<file path="src/rtl/seq_det_pkg.sv">
// Shared helpers for the serial pattern detector: state-width sizing and the
// KMP transition function used to build the next-state table at elaboration.
package seq_det_pkg;

  function automatic int state_width(input int len);
    return (len < 1) ? 1 : $clog2(len + 1);
  endfunction

  // Next state from state k (k leading bits matched) after bit x: the longest
  // suffix of (matched prefix, x) that is also a pattern prefix, capped at len.
  function automatic int kmp_next(input logic [31:0] pattern, input int len,
                                  input int k, input logic x);
    logic [32:0] s;
    logic        ok;
    int          best;
    s    = '0;
    best = 0;
    for (int i = 0; i < 32; i++) begin
      if (i < k) s[i] = pattern[len-1-i];
    end
    s[k] = x;
    for (int j = 1; j <= 32; j++) begin
      if (j <= k + 1 && j <= len) begin
        ok = 1'b1;
        for (int i = 0; i < 32; i++) begin
          if (i < j && s[k+1-j+i] != pattern[len-1-i]) ok = 1'b0;
        end
        if (ok) best = j;
      end
    end
    return best;
  endfunction

endpackage

</file>
<file path="src/rtl/sat_counter.sv">
// Saturating up-counter with synchronous clear (clear wins over increment)
// and asynchronous active-low reset.
module sat_counter #(
  parameter int W = 8
) (
  input  logic         clk,
  input  logic         rst,
  input  logic         clr,
  input  logic         inc,
  output logic [W-1:0] q
);

  localparam logic [W-1:0] MAX = '1;

  // NOTE: sequential state uses non-blocking assignments so every flop samples
  // pre-edge values regardless of process evaluation order.
  always_ff @(posedge clk or negedge rst) begin
    if (!rst) begin
      q <= '0;
    end else if (clr) begin
      q <= '0;
    end else if (inc && q != MAX) begin
      q <= q + 1'b1;
    end
  end

endmodule

</file>
<file path="src/rtl/moore_seq_detector.sv">
// Parametrised Moore serial pattern detector (MSB first) with overlap mode,
// input-qualify enable and a saturating match counter.
module moore_seq_detector
  import seq_det_pkg::*;
#(
  parameter int                   PAT_LEN = 4,
  parameter logic [PAT_LEN-1:0]   PATTERN = 4'b1011,
  parameter bit                   OVERLAP = 1'b1,
  parameter int                   CNT_W   = 8,
  localparam int                  STATE_W = state_width(PAT_LEN)
) (
  input  logic               clk,
  input  logic               rst,
  input  logic               en,
  input  logic               X,
  input  logic               cnt_clr,
  output logic               outp,
  output logic [STATE_W-1:0] Estado,
  output logic [CNT_W-1:0]   match_cnt
);

  localparam logic [STATE_W-1:0] MATCH_ST = STATE_W'(PAT_LEN);

  logic [STATE_W-1:0] state_q;
  logic [STATE_W-1:0] nxt_state;
  logic [STATE_W-1:0] nxt_tab [0:PAT_LEN][0:1];

  // Constant transition table; the match row restarts from the KMP failure
  // state when overlapping, or from state 0 when not.
  for (genvar k = 0; k <= PAT_LEN; k++) begin : g_row
    for (genvar b = 0; b < 2; b++) begin : g_bit
      localparam int SRC = (k == PAT_LEN && !OVERLAP) ? 0 : k;
      assign nxt_tab[k][b] = STATE_W'(kmp_next(32'(PATTERN), PAT_LEN, SRC, 1'(b)));
    end
  end

  // NOTE: nxt_state gets a default before any branch so no path leaves it
  // unassigned, which would otherwise infer a latch.
  always_comb begin
    nxt_state = state_q;
    if (state_q > MATCH_ST) begin
      nxt_state = '0;
    end else if (en) begin
      nxt_state = nxt_tab[state_q][X];
    end
  end

  always_ff @(posedge clk or negedge rst) begin
    if (!rst) begin
      state_q <= '0;
      outp    <= 1'b0;
    end else begin
      state_q <= nxt_state;
      outp    <= (nxt_state == MATCH_ST);
    end
  end

  assign Estado = state_q;

  sat_counter #(
    .W (CNT_W)
  ) u_cnt (
    .clk (clk),
    .rst (rst),
    .clr (cnt_clr),
    .inc (en && (nxt_state == MATCH_ST)),
    .q   (match_cnt)
  );

endmodule
</file>
<file path="config.mk">
export PLATFORM = sky130hd
export DESIGN_NAME = moore_seq_detector
export DESIGN_NICKNAME = d
export VERILOG_FILES = /design/src/rtl/seq_det_pkg.sv /design/src/rtl/sat_counter.sv /design/src/rtl/moore_seq_detector.sv
export SDC_FILE = /design/constraint.sdc
export NUM_CORES = 1
export LEC_CHECK = 0
export ABC_CLOCK_PERIOD_IN_PS = 2000
export CAP_MARGIN = 10
export CORE_MARGIN = 8
export CORE_UTILIZATION = 46
export DETAILED_ROUTE_END_ITERATION = 10
export PLACE_DENSITY = 0.74
export SETUP_SLACK_MARGIN = 0.1
export SYNTH_ARGS = -nofsm -noshare
export SYNTH_HDL_FRONTEND = slang
export SYNTH_HIERARCHICAL = 1
export SYNTH_SLANG_ARGS = --single-unit
</file>
<file path="constraint.sdc">
create_clock -name clk -period 2 [get_ports clk]
set_input_delay 0.2 -clock clk [delete_from_list [all_inputs] [get_ports clk]]
set_output_delay 0.2 -clock clk [all_outputs]
set_load 0.02 [all_outputs]
</file>
==> results.txt <==
peak supply drop -> 0.450 mV
Worst Tran Pin Value -> 550 ps
Synth-to-Final Area Change -> 29.1%
Syn Inst Count -> 67
Tot GR Track Use -> 12.0%
fillers -> 106
clk_skew -> 0.790 ps
Rows -> 13
die width -> 54.0 um
GPL Wtd Cong -> 0.783
status -> finished, final reports clean
DR pass1 iterations -> 4
Largest delay share family, worst path -> flip-flops
clock slew at reported path FFs -> 70 ps
layout cells sized above 1 -> 10.7%
number of synthesized register bits -> 12
Register Area -> 300 um2
CP endpoint kind -> register
setup TNS -> 0 ps
Post-CTS Setup Inserts -> 0
# Max-Cap Violations -> 0
cts bufs inserted -> 3
minimum clock period -> 1730 ps
Buf/Inv on CP -> 0
ANT cells -> 0
Worst path slowest cell -> dfrtp_1
sequential area share after synthesis -> 45.1%
synthesized area per cell -> 9.93 um2
total number of vias -> 587
post-synthesis cell type count -> 35
Remaining Overflow, GRT -> 0
Pwr Density -> 610 mW/mm2
Sink Count -> 12
footprint of the multi-input gates -> 347 um2
Top FF cell, synth -> dfrtp_1
vias per inst -> 5.93
# DRC -> 0
endpoints failing setup -> 0
dpl hpwl -> 1110 um
FMAX -> 578 MHz
Final Hold Fails -> 0
yosys warns -> 6
CP cell instances -> ha_1 > and4_2 > a21boi_1 > mux2_2
clk buf depth -> 2
average routed wire per standard cell -> 15.5 um
Synth area leader -> dfrtp_1
first-pass GRT wire length -> 2570 um
Starting Density -> 49.9%
Post-synth EDFFs -> 0
Final nets -> 92
initial antenna violation count -> 0
slowest stage delay, CP -> 430 ps
HP Class -> input pin to async pin
ANT nets after route -> 0
core footprint -> 0.00133 mm2
Post-Synthesis Net Count -> 73
Rel. slew slack -> 63.2%
die area -> 0.00292 mm2
CP Data Arrival Time -> 1890 ps
fraction of registers with async set/reset -> 100%
Setup WS pre-CTS -> 187 ps
CP startpoint kind -> register
Setup CP Type -> register to register
RSZ-0062 raised after global routing -> no
Period Utilization, post-route -> 86.5%
Die Y-Extent -> 54.0 um
final max-slew violation count -> 0
min setup slack post-route -> 270 ps
IO Pins -> 17
Crit Path Max Fanout -> 7
IO buf count -> 16
leak pwr -> 0.345 nW
TritonCTS clock tree -> done
Root Buffer -> clkbuf_4
clk_lat worst skew -> 270 ps
number of H-tree levels -> 1
Area contributors post-synth -> dfrtp_1 45%, nor2b_1 3.8%, mux2_2 3.4%
post-synth top area share -> 45.1%
final wirelength -> 1540 um
Post-Synthesis Cell Area -> 666 um2
1st-iter DRT viols -> 10
number of global-route vias before repair -> 556
largest net degree at the start of global routing -> 13
Critical Path RT -> 2150 ps
-- synthesized netlist by cell type, types with 3 or more instances --
cell and count:
a21oi_1 3, nor3_1 4, nand2_1 3, nor2b_1 4, inv_1 3, dfrtp_1 12, nand2b_1 3, nor2_1 3
-- worst register-to-register path, delay by kind of cell (launching register included) --
kind                     cells  cell delay [ps]
AO/OA/AOI/OAI                1              230
adder cells (fa/ha/maj)      1              300
flip-flops                   1              430
multiplexers                 1              370
AND/OR/NAND/NOR              1              300
-- per-layer routing --
| layer | GRT usage, % | routed length (um) |
|---|---|---|
| met1 | 15.5 | 742 |
| met2 | 18.0 | 702 |
| met3 | 2.48 | 85 |
| met4 | 7.38 | 8 |
| met5 | 0 | 0 |
-- where the power goes --
part	switching, mW	total (mW)	internal (mW)
Sequential	0.0184	0.274	0.255
Clock	0.0762	0.146	0.0696
Combinational	0.0525	0.105	0.0525
Total	0.147	0.525	0.377
-- worst paths after layout --
path | startpoint | to | slack, ps | cells after the start
setup / recovery | u_cnt/q[0] | u_cnt/q[0] | 270 | 4
hold reg to reg | Estado[1] | Estado[0] | 540 | 1
hold / removal | rst | u_cnt/q[5] | 290 | 1
min in group clk | Estado[1] | Estado[0] | 540 | 1
setup reg to reg | u_cnt/q[0] | u_cnt/q[0] | 270 | 4
max in group asynchronous | rst | Estado[2] | 1350 | 1
-- cells in the final DEF (no fill, tap or decap), types with 2 or more instances in the layout --
cell type	count
o21ai_0	2
nor2b_1	4
nand2_1	3
mux2_2	2
dfrtp_1	12
mux2i_1	2
clkbuf_4	3
nand3_1	2
nor3_1	4
clkdlybuf4s50_1	16
a21oi_1	3
nand2b_1	3
inv_1	3
a31o_1	2
nor2_1	3
-- kinds of logic (layout without fill, tap and decap cells) --
| group | after synthesis | in the layout | synth area share [%] |
|---|---|---|---|
| multiplexers | 4 | 4 | 6.39 |
| AND/OR/NAND/NOR | 30 | 30 | 27.6 |
| buffers and inverters | 5 | 22 | 3.01 |
| flip-flops | 12 | 12 | 45.1 |
| AO/OA/AOI/OAI | 15 | 15 | 16.0 |
| adder cells (fa/ha/maj) | 1 | 1 | 1.88 |
-- timing repair --
item / in CTS / in global routing
gates resized for setup: 0 / 1
setup endpoints to repair: 0 / 1
hold buffers: 0 / 0
-- metrics by stage --
| step | hold slack [ps] | cell area [um2] | std cells | util, % | power [mW] |
|---|---|---|---|---|---|
| floorplan | -95.6 | 666 | 67 | - | 0.334 |
| global placement | 521 | 836 | 96 | 62.7 | 0.383 |
| detailed placement | 532 | 836 | 96 | 62.7 | 0.385 |
| CTS | 302 | 858 | 99 | 64.4 | 0.533 |
| global route | 347 | 860 | 99 | 64.4 | 0.548 |
| finish | 287 | 860 | 99 | 64.4 | 0.525 |
-- state kept, by name, summed over array words and instances (netlist names) --
signal and count:
outp 1, u_cnt/q 8, Estado 3
-- cell type report --
cell class / count / share of cell area, %
multi-input cells: 50 / 40.3
inverters: 3 / 1.31
well taps: 15 / 2.18
clock buffers: 3 / 2.62
repair buffers: 16 / 18.6
flip-flops and latches: 12 / 34.9
No activity file was read; power rests on OpenSTA's default activity.
==> variant 1: new RTL, config.mk and constraints unchanged <==
Change the parameter `OVERLAP` from 1'b1 to 1'b0.
--- a/src/rtl/moore_seq_detector.sv
+++ b/src/rtl/moore_seq_detector.sv
@@ -6,5 +6,5 @@
   parameter int                   PAT_LEN = 4,
   parameter logic [PAT_LEN-1:0]   PATTERN = 4'b1011,
-  parameter bit                   OVERLAP = 1'b1,
+  parameter bit                   OVERLAP = 1'b0,
   parameter int                   CNT_W   = 8,
   localparam int                  STATE_W = state_width(PAT_LEN)
Check against the original RTL: not equivalent (Yosys sat finds a counterexample within 10 cycles, from zero or initial values and one cycle with rst low).
==> variant 1 against the unedited design <==
  * Clock power is 27% higher
  * Fmax is 0.55% lower
  * Routed wire length is 6.5% lower
  * Sequential cell count stayed put
  * Total power is 5.9% higher
  * Area after synthesis is 0.94% lower
  * Final area is 2.5% higher
  * Die area is 0.66% lower
  * Non-clock buffer count is 2 higher
  * Worst setup slack worse by 9.5 ps
  * Critical endpoint unchanged
==> variant 1: results (changes against the unedited design) <==
[power_and_ir_drop]
p_leak_nw = 0.359  ; +3.9%
peakVddDrop_v = 0.000420  ; -6.8%

[global_route]
gr-usage-met3_pct = 4.96  ; +2.5 points
global_route.usage.met1_pct = 13.7  ; -1.8 points
grt_antenna_before_repair = 0  ; unchanged
grt_pass1_wl_mm = 2.29  ; -11%
maximum_number_of_pins_on_one_net_before_global_route_repair = 13  ; unchanged
groute.usage.overall_pct = 10.6  ; -1.5 points
gr-usage-met2_pct = 15.4  ; -2.5 points
via_count_of_the_first_global_routing_pass = 544  ; -2.2%

[timing]
headroom_to_the_max_slew_limit_pct = 64.4  ; +1.2 points
fin_worst_skew_ps = 0.249  ; -0.541 ps

[clocking]
cts_sinks = 12  ; unchanged
clockBufferDepth = 2  ; unchanged
cts_setup_buffers = 0  ; unchanged
clkSlewWorstSetupHoldPaths_ps = 70  ; about the same
clockRootBuffer = sky130_fd_sc_hd__clkbuf_4
cts_buffer_count = 3  ; unchanged

[routing]
detail_route.iter0.violations = 19  ; +9
vias_per_cell = 5.72  ; -3.6%
post_drt_wl_per_cell_microns = 14.0  ; -10%

[setup_path]
cp_slowest_cell = sky130_fd_sc_hd__dfrtp_1
cp_slowest_stage_delay_ps = 430  ; about the same
worst_ep_arrival_time_ps = 1900
critPathMaxFanout = 7  ; unchanged
worst_path_dominant_cell_family = flip-flops
crit-reg2reg-launch = u_cnt/q[0]
path_class = flop to flop

[finish]
num-nets-final = 95  ; +3.3%
layout-drive-gt1-share_pct = 17.0  ; +6.3 points
largest_register_ffs = 8  ; unchanged

[synthesis]
ys_types = 33  ; -5.7%
yosys-top-cells-area = sky130_fd_sc_hd__dfrtp_1, sky130_fd_sc_hd__mux2_2, sky130_fd_sc_hd__a21oi_1
synth_nets = 74  ; +1.4%
asyncSetResetFlopFracSynth_pct = 100  ; unchanged
synth.yosys.seq_area_share_pct = 45.5  ; +0.43 points
yosys_warnings = 6  ; unchanged
ys_top_cells_by_count = sky130_fd_sc_hd__dfrtp_1, sky130_fd_sc_hd__a21oi_1, sky130_fd_sc_hd__nor3_1
synth_top_flop_cell = sky130_fd_sc_hd__dfrtp_1

[run_status]
status = finished clean

[place]
dp_hpwl_mm = 1.07  ; -3.8%
gp_congestion = 0.749  ; -4.4%

==> variant 1: layer usage <==
metal	vias up	wire, microns
met1	276	647
met2	22	667
li1	291	-
met5	-	0
met3	0	123
met4	0	0
==> variant 1: where the power goes <==
| group | total (mW) | leakage, nW | internal, mW | switching, mW |
|---|---|---|---|---|
| Sequential | 0.270 | 0.164 | 0.255 | 0.0156 |
| Clock | 0.186 | 0.0210 | 0.111 | 0.0749 |
| Combinational | 0.0996 | 0.173 | 0.0489 | 0.0507 |
==> variant 1: kinds of logic (layout without fill, tap and decap cells) <==
kind of cell / count (synthesis) / count (layout) / share of synthesized area [%]
DFF: 12 / 12 / 45.5
AOI/OAI and AO/OA: 15 / 15 / 14.8
muxes: 3 / 3 / 4.93
buffers and inverters: 5 / 25 / 3.03
and+or+nand+nor: 32 / 32 / 29.8
adders and majority gates: 1 / 1 / 1.90
==> variant 1: layout make-up <==
class / instances / area [sq um]
fill: 111 / 437
multi-input combinational: 51 / 339
sequential: 12 / 300
timing repair buffer: 18 / 175
clock buffer: 4 / 36.3
tap: 15 / 18.8
inverter: 3 / 11.3
==> variant 1: final timing paths <==
kind | slack (ps) | end | cells after the start
worst min-delay path | 280 | Estado[0] | 1
max in group asynchronous | 1370 | outp | 1
worst max-delay path | 260 | u_cnt/q[0] | 4
min in group clk | 560 | Estado[1] | 1
worst max register to register | 260 | u_cnt/q[0] | 4
worst min register to register | 560 | Estado[1] | 1
==> variant 1: through the flow <==
step           setup slack [ps]  instances  total power, mW  hold WS, ps  cell area [sq um]
6_report                    260        103            0.555          278                881
4_1_cts                     255        103            0.568          295                881
5_1_grt                     159        103            0.587          330                881
3_3_place_gp                125         99            0.374          559                845
2_1_floorplan               295         68            0.324        -95.6                659
3_5_place_dp               89.6         99            0.375          560                845
==> variant 2: new RTL, same settings <==
Without the edit above. Make the reset (`rst`) synchronous in 2 clocked blocks. Comments in the files are not updated.
--- a/src/rtl/sat_counter.sv
+++ b/src/rtl/sat_counter.sv
@@ -15,5 +15,5 @@
   // NOTE: sequential state uses non-blocking assignments so every flop samples
   // pre-edge values regardless of process evaluation order.
-  always_ff @(posedge clk or negedge rst) begin
+  always_ff @(posedge clk) begin
     if (!rst) begin
       q <= '0;
--- a/src/rtl/moore_seq_detector.sv
+++ b/src/rtl/moore_seq_detector.sv
@@ -46,5 +46,5 @@
   end
 
-  always_ff @(posedge clk or negedge rst) begin
+  always_ff @(posedge clk) begin
     if (!rst) begin
       state_q <= '0;
Check against the original RTL: differs if rst is asserted again (counterexample within 4 cycles, from zero or initial values and one cycle with rst low); with rst held inactive, the same outputs for 10 cycles.
==> variant 2 against the unedited design <==
  * Routed wire length decreased by 7.2%
  * Area after synthesis decreased by 7.5%
  * Worst setup slack improved by 110 ps
  * Utilization increased by 0.54 points
  * Final cell count increased by 2.0%
  * Sequential cell count unchanged
  * Final area decreased by 4.1%
  * Highest routed layer unchanged
Power is not compared: it rests on default switching activity, and its combinational part moved more than twofold at a synthesized area within 25%.
==> variant 2: results (changes against the unedited design) <==
[synthesis]
area_fraction_in_compound_gates_after_synthesis_pct = 20.1  ; +4.1 points
asyncSetResetFlopFracSynth_pct = 0  ; -100 points
synthXorXnorAreaFrac_pct = 0  ; unchanged
synth_nets = 72  ; -1.4%
yosys_warnings = 6  ; unchanged
synth_top_flop_cell = sky130_fd_sc_hd__dfxtp_1
ys_types = 29  ; -17%
yosys-top-cells-area = sky130_fd_sc_hd__dfxtp_1, sky130_fd_sc_hd__and4_1, sky130_fd_sc_hd__mux2i_1
synth.yosys.seq_area_share_pct = 39.0  ; -6.1 points
synth_adder_area_share_pct = 2.03  ; +0.15 points
ys_top_cells_by_count = sky130_fd_sc_hd__dfxtp_1, sky130_fd_sc_hd__nand2_1, sky130_fd_sc_hd__a21oi_1, sky130_fd_sc_hd__and4_1, sky130_fd_sc_hd__nor2b_1
post_synth_mux_area_share_pct = 6.71  ; +0.32 points

[setup_path]
critical_path_depth = 5  ; +1
crit_path_start = Estado[1]
critPathMaxFanout = 8  ; +1
worst_path_dominant_cell_family = simple AND/OR/NAND/NOR gates
cp_slowest_stage_delay_ps = 400  ; -30 ps
worst_ep_arrival_time_ps = 1810  ; -80 ps
ff2ff_setup_slack_ps = 380  ; +110 ps
cp_slowest_cell = sky130_fd_sc_hd__dfxtp_1
crit_path_end = u_cnt/q[5]

[finish]
layout-drive-gt1-share_pct = 11.6  ; +0.91 points
largest_register_ffs = 8  ; unchanged
num-nets-final = 94  ; +2.2%
register_bank_with_the_most_flops = u_cnt/q
n_antenna_cell = 0  ; unchanged
fillCellCount = 118  ; +11%

[global_route]
grt_pass1_wl_mm = 2.44  ; -4.8%
grt_antenna_before_repair = 0  ; unchanged
maximum_number_of_pins_on_one_net_before_global_route_repair = 10  ; -3
groute.usage.overall_pct = 11.7  ; -0.32 points
via_count_of_the_first_global_routing_pass = 542  ; -2.5%

[place]
numPortBuffers = 16  ; unchanged
dp_hpwl_mm = 1.07  ; -3.9%
gp_congestion = 0.770  ; -1.7%
pre_cts_slack_ps = 218  ; +31.4 ps

[timing]
worst-slew-pin-transition_ps = 379  ; -171 ps
clock.fmax_ghz = 0.618  ; +6.9%
fin_worst_skew_ps = 3.21  ; +2.42 ps
holdWs_ps = 525  ; +239 ps

[clocking]
clk_latency_ps = 260
cts_buffer_count = 3  ; unchanged
cts.repair.resized = 0  ; unchanged
cts-htree-levels = 1  ; unchanged
clockBufferDepth = 2  ; unchanged
clkSlewWorstSetupHoldPaths_ps = 70  ; about the same
cts_setup_buffers = 0  ; unchanged
clockRootBuffer = sky130_fd_sc_hd__clkbuf_4

[power_and_ir_drop]
p_leak_nw = 0.294
peakVddDrop_v = 0.000336

[min_path]
worst_min_path_class = flop to flop

[routing]
detail_route.iter0.violations = 25  ; +15
first_pass_iters = 4  ; unchanged
via_count = 587  ; unchanged
post_drt_wl_per_cell_microns = 14.1  ; -9.1%

[run_status]
status = finished clean

==> variant 2: cell count changes after synthesis, moves of 2 or more <==
cell / delta
sky130_fd_sc_hd__o21a_1: +2
sky130_fd_sc_hd__inv_1: -2
sky130_fd_sc_hd__dfrtp_1: -12
sky130_fd_sc_hd__and4_1: +3
sky130_fd_sc_hd__nor2_1: -2
sky130_fd_sc_hd__dfxtp_1: +12
sky130_fd_sc_hd__nand2_1: +3
sky130_fd_sc_hd__a21oi_1: +2
sky130_fd_sc_hd__a31o_1: -2
sky130_fd_sc_hd__nor3_1: -2
sky130_fd_sc_hd__a31oi_1: +2
==> variant 2: through the flow <==
| stage | cells | utilization [%] | cell area [sq um] |
|---|---|---|---|
| floorplan | 66 | - | 616 |
| global placement | 98 | 63.2 | 802 |
| detailed placement | 98 | 63.2 | 802 |
| CTS | 101 | 65.0 | 825 |
| global route | 101 | 65.0 | 825 |
| finish | 101 | 65.0 | 825 |
==> variant 2: how the worst min path moves through the flow <==
| stage | startpoint | end | cells past startpoint |
|---|---|---|---|
| final | u_cnt/q[0] | u_cnt/q[0] | 2 |
| after global placement | u_cnt/q[1] | u_cnt/q[1] | 2 |
| after floorplan | rst | Estado[2] | 1 |
| after detailed placement | u_cnt/q[0] | u_cnt/q[0] | 2 |
| after CTS | u_cnt/q[0] | u_cnt/q[0] | 2 |
| after global routing | u_cnt/q[1] | u_cnt/q[1] | 2 |
==> variant 2: cell families after synthesis <==
group,after synthesis
adders and majority gates,1
buffers and inverters,1
AOI/OAI and AO/OA,18
DFF,12
muxes,4
and+or+nand+nor,30
==> variant 2: power breakdown <==
| group | switching (mW) | internal, mW |
|---|---|---|
| clock | 0.0739 | 0.0695 |
| combinational | 0.0170 | 0.0198 |
| sequential | 0.00386 | 0.241 |
==> variant 2: area by class of cell <==
class                           instances  share of cell area [%]
Clock buffer                            3                    2.73
Inverter                                1                   0.455
Multi-Input combinational cell         53                    45.1
Sequential cell                        12                    29.1
Tap cell                               15                    2.28
Timing Repair Buffer                   17                    20.3
==> variant 2: worst min-delay path, stage by stage, from the launching register on <==
cell	delay, ps
sky130_fd_sc_hd__dfxtp_1	350
sky130_fd_sc_hd__nand2_1	70
sky130_fd_sc_hd__mux2i_1	50
==> variant 2: per-layer routing <==
layer | up-vias | GRT usage, % | wire length (microns)
met4 | 0 | 5.17 | 12
met2 | 9 | 17.2 | 642
li1 | 298 | - | -
met3 | 2 | 4.26 | 57
met1 | 278 | 14.8 | 714
met5 | - | 0 | 0
